--- src/rtl/scr1_in_stage_pkg.sv ---
// Shared constants and types for the scr1 input-staging block.
//   - legal parameter ranges
//   - memory channel indices
//   - stall FSM state type
//   - memory response encoding used when a channel is held off
package scr1_in_stage_pkg;

    localparam int unsigned DEPTH_MAX    = 4;
    localparam int unsigned NUM_CH_MAX   = 4;

    localparam int unsigned SCR1_CH_IMEM = 0;
    localparam int unsigned SCR1_CH_DMEM = 1;

    // Width of one packed memory response field (type_scr1_mem_resp_e)
    localparam int unsigned MEM_RESP_W   = 2;

    // Same encoding as SCR1_MEM_RESP_NOTRDY in scr1_memif.svh
    localparam logic [MEM_RESP_W-1:0] SCR1_MEM_RESP_NOTRDY = 2'b00;

    typedef enum logic {
        RUN   = 1'b0,
        STALL = 1'b1
    } type_scr1_stall_fsm_e;

endpackage : scr1_in_stage_pkg

--- src/rtl/scr1_rst_sync_cell.sv ---
// Reset synchroniser: asynchronous assertion, synchronous deassertion.
// Ports:
//   clk        - core clock
//   rst_n      - block reset, async active-low
//   rst_in_n   - raw reset request, async active-low
//   rst_out_n  - synchronised reset, high on the STAGES-th edge after release
module scr1_rst_sync_cell #(
    parameter int unsigned STAGES = 2
) (
    input  logic clk,
    input  logic rst_n,
    input  logic rst_in_n,
    output logic rst_out_n
);

    logic              arst_n;
    logic [STAGES-1:0] sync_q;

    // Either the block reset or the request itself clears the chain
    assign arst_n = rst_n & rst_in_n;

    always_ff @(posedge clk or negedge arst_n) begin
        if (!arst_n) begin
            sync_q <= '0;
        end else begin
            sync_q <= {sync_q[STAGES-2:0], 1'b1};
        end
    end

    assign rst_out_n = sync_q[STAGES-1];

endmodule : scr1_rst_sync_cell

--- src/rtl/scr1_in_stage.sv ---
// Input-staging block between the fuzz harness and scr1_core_top.
// Delays harness-driven core inputs by DEPTH register stages, synchronises
// (or pipelines) the four reset requests, and can withhold memory acks and
// responses on selected channels for a programmed number of cycles.
// Ports:
//   clk, rst_n                 - clock, async active-low block reset
//   in_*_rst_n                 - raw reset requests      -> out_*_rst_n
//   in_test_mode/soft/timer    - raw controls            -> out_* (DEPTH later)
//   in_mtime_ext, in_fuse_*    - timer / hart id         -> out_* (DEPTH later)
//   in_mem_req_ack/rdata/resp  - per-channel memory side -> out_* (gated by stall)
//   stall_req/len/ch_mask      - stall programming
//   stall_busy                 - stall in progress
module scr1_in_stage
    import scr1_in_stage_pkg::*;
#(
    parameter int unsigned DEPTH           = 1,
    parameter int unsigned NUM_CH          = 2,
    parameter int unsigned DATA_W          = 32,
    parameter int unsigned XLEN            = 32,
    parameter int unsigned SYNC_RESETS     = 1,
    parameter int unsigned RST_SYNC_STAGES = 2,
    parameter int unsigned CNT_W           = 8
) (
    input  logic                     clk,
    input  logic                     rst_n,

    input  logic                     in_pwrup_rst_n,
    input  logic                     in_rst_n,
    input  logic                     in_cpu_rst_n,
    input  logic                     in_test_rst_n,
    input  logic                     in_test_mode,
    input  logic                     in_soft_irq,
    input  logic                     in_timer_irq,
    input  logic [63:0]              in_mtime_ext,
    input  logic [XLEN-1:0]          in_fuse_mhartid,
    input  logic [NUM_CH-1:0]        in_mem_req_ack,
    input  logic [NUM_CH*DATA_W-1:0] in_mem_rdata,
    input  logic [NUM_CH*2-1:0]      in_mem_resp,

    input  logic                     stall_req,
    input  logic [CNT_W-1:0]         stall_len,
    input  logic [NUM_CH-1:0]        stall_ch_mask,

    output logic                     out_pwrup_rst_n,
    output logic                     out_rst_n,
    output logic                     out_cpu_rst_n,
    output logic                     out_test_rst_n,
    output logic                     out_test_mode,
    output logic                     out_soft_irq,
    output logic                     out_timer_irq,
    output logic [63:0]              out_mtime_ext,
    output logic [XLEN-1:0]          out_fuse_mhartid,
    output logic [NUM_CH-1:0]        out_mem_req_ack,
    output logic [NUM_CH*DATA_W-1:0] out_mem_rdata,
    output logic [NUM_CH*2-1:0]      out_mem_resp,
    output logic                     stall_busy
);

    localparam int unsigned RDATA_W = NUM_CH * DATA_W;
    localparam int unsigned RESP_W  = NUM_CH * MEM_RESP_W;
    localparam int unsigned DATA_PW = 3 + 64 + XLEN + NUM_CH + RDATA_W + RESP_W;

    // ------------------------------------------------------------------
    // Data pipeline: every non-reset input, DEPTH stages, no bubbles
    // ------------------------------------------------------------------
    logic [DATA_PW-1:0] data_in;
    logic [DATA_PW-1:0] data_q [DEPTH];
    logic [DATA_PW-1:0] data_out;

    assign data_in = {in_test_mode, in_soft_irq, in_timer_irq, in_mtime_ext,
                      in_fuse_mhartid, in_mem_req_ack, in_mem_rdata, in_mem_resp};

    always_ff @(posedge clk or negedge rst_n) begin
        if (!rst_n) begin
            for (int unsigned i = 0; i < DEPTH; i++) begin
                data_q[i] <= '0;
            end
        end else begin
            data_q[0] <= data_in;
            for (int unsigned i = 1; i < DEPTH; i++) begin
                data_q[i] <= data_q[i-1];
            end
        end
    end

    assign data_out = data_q[DEPTH-1];

    logic [NUM_CH-1:0]  st_ack;
    logic [RDATA_W-1:0] st_rdata;
    logic [RESP_W-1:0]  st_resp;

    assign {out_test_mode, out_soft_irq, out_timer_irq, out_mtime_ext,
            out_fuse_mhartid, st_ack, st_rdata, st_resp} = data_out;

    // ------------------------------------------------------------------
    // Reset path: synchronisers, or plain DEPTH-stage data
    // ------------------------------------------------------------------
    generate
        if (SYNC_RESETS != 0) begin : g_rst_sync
            scr1_rst_sync_cell #(.STAGES(RST_SYNC_STAGES)) u_sync_pwrup (
                .clk       (clk),
                .rst_n     (rst_n),
                .rst_in_n  (in_pwrup_rst_n),
                .rst_out_n (out_pwrup_rst_n)
            );
            scr1_rst_sync_cell #(.STAGES(RST_SYNC_STAGES)) u_sync_rst (
                .clk       (clk),
                .rst_n     (rst_n),
                .rst_in_n  (in_rst_n),
                .rst_out_n (out_rst_n)
            );
            scr1_rst_sync_cell #(.STAGES(RST_SYNC_STAGES)) u_sync_cpu (
                .clk       (clk),
                .rst_n     (rst_n),
                .rst_in_n  (in_cpu_rst_n),
                .rst_out_n (out_cpu_rst_n)
            );
            scr1_rst_sync_cell #(.STAGES(RST_SYNC_STAGES)) u_sync_test (
                .clk       (clk),
                .rst_n     (rst_n),
                .rst_in_n  (in_test_rst_n),
                .rst_out_n (out_test_rst_n)
            );
        end else begin : g_rst_pipe
            logic [3:0] rst_q [DEPTH];

            always_ff @(posedge clk or negedge rst_n) begin
                if (!rst_n) begin
                    for (int unsigned i = 0; i < DEPTH; i++) begin
                        rst_q[i] <= '0;
                    end
                end else begin
                    rst_q[0] <= {in_pwrup_rst_n, in_rst_n, in_cpu_rst_n, in_test_rst_n};
                    for (int unsigned i = 1; i < DEPTH; i++) begin
                        rst_q[i] <= rst_q[i-1];
                    end
                end
            end

            assign {out_pwrup_rst_n, out_rst_n, out_cpu_rst_n, out_test_rst_n} = rst_q[DEPTH-1];
        end
    endgenerate

    // ------------------------------------------------------------------
    // Stall FSM
    // ------------------------------------------------------------------
    type_scr1_stall_fsm_e state_q, state_d;
    logic [CNT_W-1:0]     cnt_q, cnt_d;
    logic [NUM_CH-1:0]    mask_q, mask_d;
    logic [RDATA_W-1:0]   hold_q, hold_d;

    // State register
    always_ff @(posedge clk or negedge rst_n) begin
        if (!rst_n) begin
            state_q <= RUN;
            cnt_q   <= '0;
            mask_q  <= '0;
            hold_q  <= '0;
        end else begin
            state_q <= state_d;
            cnt_q   <= cnt_d;
            mask_q  <= mask_d;
            hold_q  <= hold_d;
        end
    end

    // Next state: a zero-length request is ignored; requests during STALL are ignored
    always_comb begin
        state_d = state_q;
        cnt_d   = cnt_q;
        mask_d  = mask_q;
        hold_d  = hold_q;
        case (state_q)
            RUN: begin
                if (stall_req && (stall_len != '0)) begin
                    state_d = STALL;
                    cnt_d   = stall_len;
                    mask_d  = stall_ch_mask;
                    // Freeze the rdata the core currently sees
                    hold_d  = st_rdata;
                end
            end
            STALL: begin
                cnt_d = cnt_q - CNT_W'(1);
                if (cnt_q == CNT_W'(1)) begin
                    state_d = RUN;
                end
            end
            default: begin
                state_d = RUN;
                cnt_d   = '0;
            end
        endcase
    end

    // Outputs: gate the last pipeline stage of masked channels while stalled
    always_comb begin
        stall_busy      = (state_q == STALL);
        out_mem_req_ack = st_ack;
        out_mem_rdata   = st_rdata;
        out_mem_resp    = st_resp;
        for (int unsigned c = 0; c < NUM_CH; c++) begin
            if ((state_q == STALL) && mask_q[c]) begin
                out_mem_req_ack[c]                        = 1'b0;
                out_mem_resp[c*MEM_RESP_W +: MEM_RESP_W]  = SCR1_MEM_RESP_NOTRDY;
                out_mem_rdata[c*DATA_W +: DATA_W]         = hold_q[c*DATA_W +: DATA_W];
            end
        end
    end

endmodule : scr1_in_stage

--- config.mk ---
export PLATFORM = sky130hd
export DESIGN_NAME = scr1_in_stage
export DESIGN_NICKNAME = d
export VERILOG_FILES = /design/src/rtl/scr1_in_stage_pkg.sv /design/src/rtl/scr1_rst_sync_cell.sv /design/src/rtl/scr1_in_stage.sv
export SDC_FILE = /design/constraint.sdc
export NUM_CORES = 1
export LEC_CHECK = 0
export CAP_MARGIN = 20
export CELL_PAD_IN_SITES_DETAIL_PLACEMENT = 2
export CELL_PAD_IN_SITES_GLOBAL_PLACEMENT = 2
export CORE_UTILIZATION = 31
export CTS_CLUSTER_SIZE = 30
export DETAILED_ROUTE_END_ITERATION = 10
export GPL_TIMING_DRIVEN = 0
export PLACE_DENSITY = 0.89
export SLEW_MARGIN = 20
export SYNTH_ARGS = -nofsm -noshare
export SYNTH_HDL_FRONTEND = slang
export SYNTH_HIERARCHICAL = 1
export SYNTH_SLANG_ARGS = --single-unit
--- constraint.sdc ---
create_clock -name clk -period 3 [get_ports clk]
set_clock_uncertainty 0.1 [all_clocks]
set_input_delay 0.6 -clock clk [delete_from_list [all_inputs] [get_ports clk]]
set_output_delay 0.6 -clock clk [all_outputs]
set_load 0.1 [all_outputs]
After elaboration in Yosys (flattened, before gate mapping)
Index checks and enable logic that the tools add are counted.

Add/sub/neg operators: 1. Multiply operators: 0. Div/mod/pow operators: 0. Order comparisons: 0. Eq/ne operators: 2. Shift operators: 0. Mux-type cells: 11. Bitwise logic cells: 5. Reductions and logical operators: 5.

Operators by type and width (count): 32-bit two-way mux (2); 8-bit case mux with 2 select lines (1); 8-bit by 1-bit equality test with 1-bit output, second input constant (1); 8-bit two-way mux (1); 8-bit nonzero test (1); 8-bit by 1-bit subtractor with 8-bit output, second input constant (1); 1-bit AND (4); 1-bit two-way mux (4); 2-bit two-way mux (2); 1-bit logical AND (3); 2-bit inequality test, second input constant (1); 1-bit case mux with 2 select lines (1); 2-bit AND reduction (1); 1-bit NOT (1).

Register bits after elaboration: 252. Bits in latches: 0. Bits in writable memories: 0. Memory bits (read-only): 0. Input port bits: 186. Output and inout port bits: 174. Memories kept: 0.

Longest topological paths before layout
Depth in word-level cells: 4. Gate-level depth with buffers: 7. Mapped depth without buffers: 6.

By module
Netlist, hierarchy kept.

By module, submodules not included: scr1_in_stage (instances 1, cells an instance 542, area an instance 8768.4 sq um); scr1_rst_sync_cell (instances 4, cells an instance 4, area an instance 60.1 sq um).

Worst setup path after synthesis
Ideal clock, no wire load.

Kind: reg2out. Start: reg state_q, in the netlist stall_busy. End: out out_mem_req_ack[0]. Data arrival time: 2341 ps. Required time: 2300 ps. Path slack: -41 ps. Cell stages (with the launch flop): 5. Buffers on the path: 2. Cell sequence: dfrtp_1 > clkbuf_1 > nand2_1 > clkbuf_1 > and2_1.

Longest elaborated chain between the ends: 2.

RTL lines: start, declared (RTL line scr1_in_stage.sv:147) `type_scr1_stall_fsm_e state_q, state_d;`; start signal, assigned (RTL line scr1_in_stage.sv:160) `state_q <= state_d;`; 1-bit logical AND (RTL line scr1_in_stage.sv:203) `if ((state_q == STALL) && mask_q[c]) begin`; 1-bit two-way mux (RTL line scr1_in_stage.sv:203); end, declared (RTL line scr1_in_stage.sv:53) `output logic [NUM_CH-1:0] out_mem_req_ack,`.

No other way between the ends.

Worst setup path in the final report
Start: reg data_q (netlist bit data_out[141]). End: out out_mtime_ext[39].

RTL lines: start, declared (RTL line scr1_in_stage.sv:67) `logic [DATA_PW-1:0] data_q [DEPTH];`; start signal, assigned by index (RTL line scr1_in_stage.sv:81) `data_q[i] <= data_q[i-1];`; end, declared (RTL line scr1_in_stage.sv:51) `output logic [63:0] out_mtime_ext,`.

No word-level cell between the ends.

==> metrics list <==
- The flow ran to the end, and the final reports show no timing, DRC or antenna violations.
- Slew at the pin with the worst max-slew slack: 1060 ps
* Root Buffer Master: clkbuf_16
* Die Area: 0.0297 mm2
- The analysis attributes to cell leakage a power of 6.28 nW.
- Number of rows created at floorplan: 62
- Timing analysis after detailed placement gives a worst setup slack of -764 ps.
- Final WS setup: between 90 and 100 ps
- Most area-hungry cell type in the Yosys netlist: dfrtp_1
- Kind of critical path: register to primary output
- Buffers placed on the I/O ports in this run total 359.
- The worst register-to-register path has a depth of 6.
- H-tree levels: 1
- Post-detailed-route DRC marker count: 0
* Initial DRT Pass Iterations: 4
- The worst setup path is captured at a primary output.
- STA classifies the critical path startpoint as a register.
* Number of nets produced by synthesis: about 750
- Hold slack: around 240 ps
- Clock-pin slew was measured on the worst setup and hold paths at 60 ps.
- The number of pins exceeding their max-slew limit in the final report came to 0.
- The synthesized netlist devotes under 10% of its cell area to compound gates.
* Part of the Yosys area used for sequential elements: 70.0%
- Power per standard cell area: 1080 mW/mm2
* DP Wirelength: 21.2 mm
- Chip Height: about 170 um
- Area of the placeable core: 0.0286 mm2
* Worst-Skew Late Latency: 530 ps
* Avg Inst Size Synth: 16.1 um2
* Required @ worst endpoint: 2300 ps
- Wire length of the first global-routing pass: 43.7 mm
* Psw: 6.92 mW
- The clock network accounts for 23.6% of the total power.
- Remaining global-route overflow: 0
- The worst register-to-register path begins at stall_busy$_DFF_PN0_.
- The initial utilization of the core area, before any placement, comes to a little under a third.
- Data arrives at the worst endpoint at roughly 2200 ps.
- Sorting the synthesized cells by area gives the leading types as dfrtp_1, mux2_2, buf_4.
* Maximum achievable frequency: 0.345 GHz
* Max Cap Violations: 0
* Simple-gate share of the synthesized area: 1.94%
- Logic gate share of total power: 47.2%
* Die outline width: 172 um
* Number of I/O pins: 360
- Register-to-register setup slack: ~870 ps
- Adder-cell share of the synthesized area: less than 1%
- Global routing used between 20 and 25% of the available tracks across all layers.
- Setup violations remaining at the end of the flow were counted as 0.
* Gpl congestion: 0.763
- The number of different library cells used by synthesis comes to 30.
- The detail route stage leaves a number of antenna-violating nets equal to 0.
- The worst hold path belongs to the class input pin to asynchronous set/reset pin.
- RSZ-0062 raised after global routing: false
* TritonCTS Sinks: 252
- Post-Syn Instances: 558
* Hold Vio Cnt, Final: 0
* Ys flop type: dfrtp_1
- Synthesized cell area: 0.00901 mm2
- After Yosys synthesis, XOR and XNOR cells account for 0.389% of the synthesized area.
* Clock tree from TritonCTS: yes
- After detailed routing, the number of vias per cell comes to 4.31.
- After synthesis the netlist holds a flip-flop and latch count of 252.
- Post-synthesis mux area share: about 16%
- The final route contains 5841 vias.
* Largest fanout on the critical path: 1
- Routed Wire Length: 30.0 mm
- For this run, the post-layout net count is around 1100.
- Buffers inserted during clock tree synthesis total 29.
- In the final routed layout, each cell accounts on average for 22.1 um.
* Reg area: 0.00631 mm2
* Switching Share: 45.8%
- Share of cells above drive strength 1: 37.8%
- The share of synthesized area in the top cell type comes to 70.0%.
* Capture instance of the worst register-to-register path: hold_q[23]$_DFFE_PN0P_
- Fraction of synthesis flops using an asynchronous set or reset pin: 100%
* Ratio of final minimum period to clock period: a little over nine tenths
* Sequential Power Share: 29.2%
* Antenna violations before repair: 1
- Worst rel slew slack: 29.1%
- The worst path in the final design needs a cycle of 2900 ps, including I/O delays and setup.
- The longest clock path from root to sink contains 3 buffers.
* Area taken by multi-input logic gates: 0.00188 mm2
- Entering global routing, the biggest net connects 94 pins.
* Int Pwr: 8.19 mW
* EDFF count, synth: 0
- Ys Warns: 6
- Combinational family with the most area after synthesis: multiplexers
- Filler Cells Inserted: 2653
- The first routing iteration left 179 violations.
- Area growth from synthesis to final layout: 55.5%
- VDD sags by at most 0.710 mV.
- The number of global-route vias before repair is 7028.
==> power by group through the flow <==
| stage | clock network [mW] | logic (mW) | registers (mW) |
|---|---|---|---|
| after floorplan | 0 | 5.47 | 4.35 |
| after global placement | 0 | 7.11 | 4.37 |
| after detailed placement | 0 | 7.27 | 4.46 |
| after CTS | 3.69 | 7.21 | 4.43 |
| after global routing | 3.77 | 7.38 | 4.50 |
| final | 3.56 | 7.13 | 4.42 |
==> synthesized netlist by cell type (all sizes together), types with 3 or more instances <==
cell    number
mux2       130
dfrtp      252
a21o         3
a21oi        3
and2        11
nand2       10
nor2         4
buf        104
clkbuf       8
conb         4
xor2         3
==> metrics by stage <==
stage	area, um2	total power, mW	setup TNS [ps]	instances	util [%]
finish	14000	15.1	0	1355	49.0
global route	14000	15.6	0	1355	49.0
CTS	14000	15.3	0	1354	48.9
detailed placement	13200	11.7	-38510	1303	45.9
global placement	13100	11.5	-2352730	1301	45.7
floorplan	9020	9.82	0	558	-
==> what timing repair did <==
item | CTS | global route
hold buffers | 1 | 0
gates resized for setup | 398 | 2
endpoints found under the hold margin | 78 | 0
setup buffers | 0 | 0
setup endpoints to repair | 70 | 15
gates cloned | 0 | 0
==> critical path, stage by stage, from the launching register on <==
cell             delay, ps
dfrtp_1                410
buf_4                  130
clkdlybuf4s50_1       1130
==> cells by family after synthesis <==
| kind of cell | Yosys count |
|---|---|
| fa+ha+maj | 2 |
| mux | 131 |
| buf+inv | 114 |
| other cells | 4 |
| simple gates | 33 |
| xor+xnor | 4 |
| compound gates | 18 |
| flops | 252 |
==> sequential cells by signal, summed over array words and instances (netlist names) <==
name	cells
g_rst_sync.u_sync_pwrup/sync_q	2
mask_q	2
stall_busy	1
g_rst_sync.u_sync_rst/sync_q	2
g_rst_sync.u_sync_test/sync_q	2
g_rst_sync.u_sync_cpu/sync_q	2
hold_q	64
cnt_q	8
data_out	169
==> final cells by class <==
cell class | instances | area share (%)
Antenna cell | 1 | 0.0179
Multi-Input combinational cell | 192 | 13.4
Timing Repair Buffer | 362 | 25.0
Inverter | 2 | 0.0536
Sequential cell | 252 | 45.0
Buffer | 112 | 6.21
Tap cell | 384 | 3.43
Clock inverter | 6 | 0.589
Clock buffer | 44 | 6.30
==> worst max path at each step <==
| stage | cells past startpoint | slack (ps) | to | startpoint |
|---|---|---|---|---|
| global route | 5 | 7 | out_mem_rdata[17] | stall_busy$_DFF_PN0_ |
| global placement | 1 | -9280 | data_out[48]$_DFF_PN0_ | rst_n |
| finish | 2 | 100 | out_mtime_ext[39] | data_out[141]$_DFF_PN0_ |
| CTS | 5 | 10 | out_mem_rdata[40] | stall_busy$_DFF_PN0_ |
| floorplan | 4 | 40 | out_mem_rdata[10] | stall_busy$_DFF_PN0_ |
| detailed placement | 5 | -760 | out_mem_rdata[26] | stall_busy$_DFF_PN0_ |
==> per-layer routing <==
layer,share of wire (%),GRT usage (%),vias to the layer above
met5,0,0,-
met4,3.0,6.66,0
met3,6.8,5.70,55
met2,57,40.2,221
met1,33,20.0,3015
li1,-,-,2550
==> layout by cell type, fill, tap and decap left out, types with 4 or more instances in the layout <==
cell type,instances
clkdlybuf4s50_1,288
dfrtp_1,252
buf_4,148
mux2_2,130
clkbuf_16,29
clkbuf_8,11
clkdlybuf4s15_2,10
buf_2,9
nand2_1,8
buf_6,8
and2_2,6
clkbuf_1,6
and2_1,5
clkbuf_4,4
nor2_1,4
conb_1,4
No activity file was read; power rests on OpenSTA's default activity.
